<file path="config.mk">
export PLATFORM = sky130hd
export DESIGN_NAME = elastic_pipe_reg
export DESIGN_NICKNAME = d
export VERILOG_FILES = /design/src/rtl/elastic_pipe_reg.sv
export SDC_FILE = /design/constraint.sdc
export NUM_CORES = 1
export LEC_CHECK = 0
export ABC_AREA = 1
export CORE_MARGIN = 4
export CORE_UTILIZATION = 40
export CTS_BUF_LIST = sky130_fd_sc_hd__clkbuf_2 sky130_fd_sc_hd__clkbuf_4 sky130_fd_sc_hd__clkbuf_8
export CTS_CLUSTER_DIAMETER = 80
export DETAILED_ROUTE_END_ITERATION = 10
export GPL_TIMING_DRIVEN = 0
export PLACE_DENSITY = 0.77
export SYNTH_ARGS = -nofsm -noshare
export SYNTH_HDL_FRONTEND = slang
export SYNTH_SLANG_ARGS = --single-unit
</file>
<file path="constraint.sdc">
create_clock -name clk -period 1.8 [get_ports clk]
set_input_delay 0.27 -clock clk [delete_from_list [all_inputs] [get_ports clk]]
set_output_delay 0.27 -clock clk [all_outputs]
set_load 0.02 [all_outputs]
</file>
<file path="src/rtl/elastic_pipe_reg.sv">
// Elastic pipeline register: valid/ready stage boundary with optional skid entry.
// Bubbles carry zero control and rd address so they can never write the register file.
module elastic_pipe_reg #(
    parameter int DATA_WIDTH = 32,
    parameter int NUM_CH     = 2,
    parameter int CTRL_WIDTH = 2,
    parameter int SKID_EN    = 1,
    parameter int CNT_WIDTH  = 16
) (
    input  logic                         clk,
    input  logic                         rst_n,
    input  logic                         flush,
    input  logic                         in_valid,
    output logic                         in_ready,
    input  logic [NUM_CH*DATA_WIDTH-1:0] in_data,
    input  logic [4:0]                   in_rd_addr,
    input  logic [CTRL_WIDTH-1:0]        in_ctrl,
    output logic                         out_valid,
    input  logic                         out_ready,
    output logic [NUM_CH*DATA_WIDTH-1:0] out_data,
    output logic [4:0]                   out_rd_addr,
    output logic [CTRL_WIDTH-1:0]        out_ctrl,
    output logic [1:0]                   occupancy,
    output logic [CNT_WIDTH-1:0]         stall_count
);
    localparam int PW = NUM_CH * DATA_WIDTH;

    typedef enum logic [1:0] {
        S_EMPTY = 2'd0,
        S_FULL  = 2'd1,
        S_SKID  = 2'd2
    } state_t;

    state_t                state_reg;
    logic [PW-1:0]         main_data_reg;
    logic [4:0]            main_rd_reg;
    logic [CTRL_WIDTH-1:0] main_ctrl_reg;
    logic [CNT_WIDTH-1:0]  stall_cnt_reg;

    logic [PW-1:0]         skid_data;
    logic [4:0]            skid_rd;
    logic [CTRL_WIDTH-1:0] skid_ctrl;

    logic in_fire;
    logic out_fire;

    assign out_valid = (state_reg != S_EMPTY);
    assign in_fire   = in_valid && in_ready;
    assign out_fire  = out_valid && out_ready;

    generate
        if (SKID_EN != 0) begin : g_skid
            logic [PW-1:0]         skid_data_reg;
            logic [4:0]            skid_rd_reg;
            logic [CTRL_WIDTH-1:0] skid_ctrl_reg;
            logic                  skid_load;

            // in_ready depends only on state, so out_ready never reaches it combinationally
            assign in_ready  = (state_reg != S_SKID);
            assign skid_load = !flush && (state_reg == S_FULL) && in_fire && !out_fire;

            always_ff @(posedge clk or negedge rst_n) begin
                if (!rst_n) begin
                    skid_data_reg <= '0;
                    skid_rd_reg   <= '0;
                    skid_ctrl_reg <= '0;
                end else if (flush) begin
                    skid_data_reg <= '0;
                    skid_rd_reg   <= '0;
                    skid_ctrl_reg <= '0;
                end else if (skid_load) begin
                    skid_data_reg <= in_data;
                    skid_rd_reg   <= in_rd_addr;
                    skid_ctrl_reg <= in_ctrl;
                end
            end

            assign skid_data = skid_data_reg;
            assign skid_rd   = skid_rd_reg;
            assign skid_ctrl = skid_ctrl_reg;
        end else begin : g_no_skid
            assign in_ready  = !out_valid || out_ready;
            assign skid_data = '0;
            assign skid_rd   = '0;
            assign skid_ctrl = '0;
        end
    endgenerate

    always_ff @(posedge clk or negedge rst_n) begin
        if (!rst_n) begin
            state_reg     <= S_EMPTY;
            main_data_reg <= '0;
            main_rd_reg   <= '0;
            main_ctrl_reg <= '0;
            stall_cnt_reg <= '0;
        end else begin
            if (out_valid && !out_ready && !flush && (stall_cnt_reg != {CNT_WIDTH{1'b1}}))
                stall_cnt_reg <= stall_cnt_reg + {{(CNT_WIDTH-1){1'b0}}, 1'b1};

            if (flush) begin
                state_reg     <= S_EMPTY;
                main_data_reg <= '0;
                main_rd_reg   <= '0;
                main_ctrl_reg <= '0;
            end else begin
                case (state_reg)
                    S_EMPTY: begin
                        if (in_fire) begin
                            state_reg     <= S_FULL;
                            main_data_reg <= in_data;
                            main_rd_reg   <= in_rd_addr;
                            main_ctrl_reg <= in_ctrl;
                        end
                    end
                    S_FULL: begin
                        if (in_fire && out_fire) begin
                            main_data_reg <= in_data;
                            main_rd_reg   <= in_rd_addr;
                            main_ctrl_reg <= in_ctrl;
                        end else if (in_fire) begin
                            // only reachable with a skid entry: without one, in_fire implies out_fire
                            state_reg <= S_SKID;
                        end else if (out_fire) begin
                            // data is left as-is; rd/ctrl must read zero on a bubble
                            state_reg     <= S_EMPTY;
                            main_rd_reg   <= '0;
                            main_ctrl_reg <= '0;
                        end
                    end
                    S_SKID: begin
                        if (out_fire) begin
                            state_reg     <= S_FULL;
                            main_data_reg <= skid_data;
                            main_rd_reg   <= skid_rd;
                            main_ctrl_reg <= skid_ctrl;
                        end
                    end
                    default: state_reg <= S_EMPTY;
                endcase
            end
        end
    end

    assign out_data    = main_data_reg;
    assign out_rd_addr = main_rd_reg;
    assign out_ctrl    = main_ctrl_reg;
    assign stall_count = stall_cnt_reg;
    assign occupancy   = (state_reg == S_SKID) ? 2'd2 :
                         (state_reg == S_FULL) ? 2'd1 : 2'd0;

endmodule
</file>
==> results.cfg <==
[floorplan]
io_pins = 167
core-area_um2 = 19400
initial_core_util = 0.405
rows = 51
die_h_um = 148
die_area_um2 = 22000
die_w_um = 148

[timing]
maxSlewViolCount = 0
layout_min_cycle_time_ns = 1.87
skew_ns = 0.0108
hold_violations = 0
slew_headroom = 0.606
layout_setup_ws_ns = -0.0676
worst_slew_pin_slew_ns = 0.591
fin_setup_tns_ns = -2.04
fmax_ghz = 0.535
rsz0062_at_grt = true
post-route-period-util = 1.04
finalSetupViolCount = 59

[synthesis]
synth.avg_cell_area_um2 = 8.58
synth_area_um2 = 7870
synth.distinct_cells = 26
ys_seq_area_frac = 0.509
postSynthCellCount = 917
yosysWarnings = 0
yosysTopAreaCell = dfrtp_1
synthTopCellsByArea = dfrtp_1 51%, nand2_1 12%, nand3_1 9.5%
synth_top_area_share = 0.509
syn_nets = 999
ys_seq_elements = 160

[status]
failed_checks = negative setup slack
status = finished, violations left

[clock_tree]
cts_tree = yes
root_buffer = clkbuf_8
clkSlewWorstSetupHoldPaths_ns = 0.09
insertion_delay_ns = 0.45
clkSinkCount = 160
cts-buffers-inserted = 17
clockBufferDepth = 2
cts_max_level = 4

[global_routing]
antenna_found_initial = 0
busiest_layer = met2
grt_overflow = 0
grt_util_met2 = 0.346
grt_pass1_wl_um = 36800
grt_max_degree = 86
grt_usage = 0.209
met1_usage = 0.273
grt_pass1_vias = 6966
grt_use_met3 = 0.0460

[pwr]
cellPowerDensity_nw_per_um2 = 1550
max-vdd-ir-drop_uv = 741
finalPower_w = 0.0176
p_leak_nw = 5.63

[critical_path]
cp-start-kind = flip-flop
path_class = flip-flop to flip-flop
r2r_start = state_reg[1]
arrival_ns = 2.21
worstPathMaxFanout = 7
critPathRequiredTime_ns = 2.14
reg2regPathDepth = 13
r2r_slack_ns = -0.07
r2r-end = out_data[9]
worstSetupEndpointType = flip-flop

[route]
drc = 0
wl_um = 23700
via_per_inst = 5.15
first_pass_iters = 5
wl_per_cell_um = 16.8
ant_nets = 0
vias = 7267
drtIter0Drc = 438

[cells_and_area]
seqCellArea_um2 = 4010
multi_input_area_um2 = 3840
n_fill_cell = 1740
fin_area_um2 = 11300
area_growth_pct = 43.8
finalNetCount = 1216
num_antenna_cells = 0
layout-drive-gt1-share = 0.237
fin_util = 0.583

[flow_run]
max_cap_violations = 0

[placement]
gp_congestion = 0.823
port_buffers = 165
dp_hpwl_um = 15600
placed_area_um2 = 9880

[hold_path]
hold_path.class = primary input to flip-flop
min_to = out_data[52]
hold_start = flush
hold_depth = 4
==> final cells by class <==
class | count | share of cell area
buffer | 64 | 0.0449
clock buffer | 21 | 0.0255
clock inverter | 11 | 0.0113
inverter | 17 | 0.00697
multi-input combinational | 675 | 0.340
sequential | 160 | 0.354
tap | 265 | 0.0293
timing repair buffer | 199 | 0.188
==> cell usage after synthesis <==
library cell,n
inv_4,1
nor2_2,2
nand4_1,3
o21bai_1,49
nand2_1,261
ha_1,6
dfrtp_1,160
nand2_4,1
nor3_1,1
nor2_8,1
o21ai_2,47
buf_6,13
buf_2,17
xnor2_1,11
nand2_2,1
buf_4,4
buf_1,6
o21ai_0,70
clkbuf_1,26
nor2_1,51
o21ai_1,17
nand3_1,150
inv_2,3
nand3_2,2
inv_1,13
nor2_4,1
==> logic make-up after synthesis <==
group,after synthesis,share of synthesized area
simple gates,474,0.258
compound gates,183,0.154
flops,160,0.509
buf+inv,83,0.0570
xor+xnor,11,0.0122
fa+ha+maj,6,0.00954
==> what timing repair did <==
item	CTS	global route
gates cloned	7	3
hold endpoints to repair	75	0
setup buffers	13	13
pin swaps	4	16
endpoints found under the setup margin	173	160
gates resized for setup	136	107
hold buffers	1	0
==> power breakdown <==
group | internal [W] | switching (W) | leakage (nW)
Sequential | 0.00466 | 0.000818 | 2.14
Combinational | 0.00442 | 0.00489 | 3.28
Clock | 0.00139 | 0.00141 | 0.205
==> worst max-delay path: stages (launching register included) <==
cell	delay [ns]
dfrtp_2	0.44
inv_4	0.07
ha_4	0.18
inv_4	0.06
nand2_2	0.07
nand2_2	0.09
nand2_2	0.07
nand2_4	0.10
nand3_4	0.10
buf_12	0.14
buf_12	0.15
clkbuf_16	0.17
nand2_2	0.06
o21ai_2	0.05
==> layer usage <==
metal  part of all wire  vias up
met2               0.50      240
met1               0.41     3497
li1                   -     3492
met5                  0        -
met4              0.026        0
met3              0.064       38
==> stage by stage <==
| step | cells | hold WS, ns | setup WS [ns] |
|---|---|---|---|
| after CTS | 1399 | 0.172 | -0.0813 |
| final | 1412 | 0.213 | -0.0676 |
| after floorplan | 917 | -0.0256 | 0.0465 |
| after global placement | 1347 | 0.462 | -6.18 |
| after detailed placement | 1348 | 0.281 | -0.476 |
| after global routing | 1412 | 0.222 | -0.126 |
==> layout by cell type (no fill, tap or decap), types with 3 or more instances in the layout <==
master           netlist  routed
nand2_1              261     196
buf_4                  4      23
clkbuf_8               0      21
dlygate4sd2_1          0      18
clkbuf_2               0      20
nand3_1              150     149
inv_1                 13      10
ha_4                   0       4
clkbuf_1              26       7
o21ai_1               17       9
nor2_1                51      50
inv_6                  0       3
xnor2_1               11      11
buf_16                 0       4
clkdlybuf4s50_1        0     125
dfrtp_1              160     157
nand4_1                3       3
dlymetal6s2s_1         0      17
nand2_2                1      40
clkbuf_16              0       3
buf_12                 0      13
o21ai_2               47      56
dfrtp_2                0       3
nor2_4                 1       4
o21bai_1              49      49
nand2_4                1      26
o21ai_0               70      69
inv_4                  1       4
buf_2                 17      19
buf_8                  0       8
clkinvlp_4             0       3
==> worst max-delay path by stage <==
stage,startpoint,to,slack [ns],cells after the start
detailed placement,state_reg[0],out_data[56],-0.48,7
global route,state_reg[1],out_data[16],-0.13,13
global placement,rst_n,out_data[23],-6.18,1
floorplan,state_reg[0],out_data[44],0.05,7
finish,state_reg[1],out_data[9],-0.07,13
CTS,state_reg[1],out_data[11],-0.08,11
No activity file was read; power rests on OpenSTA's default activity.
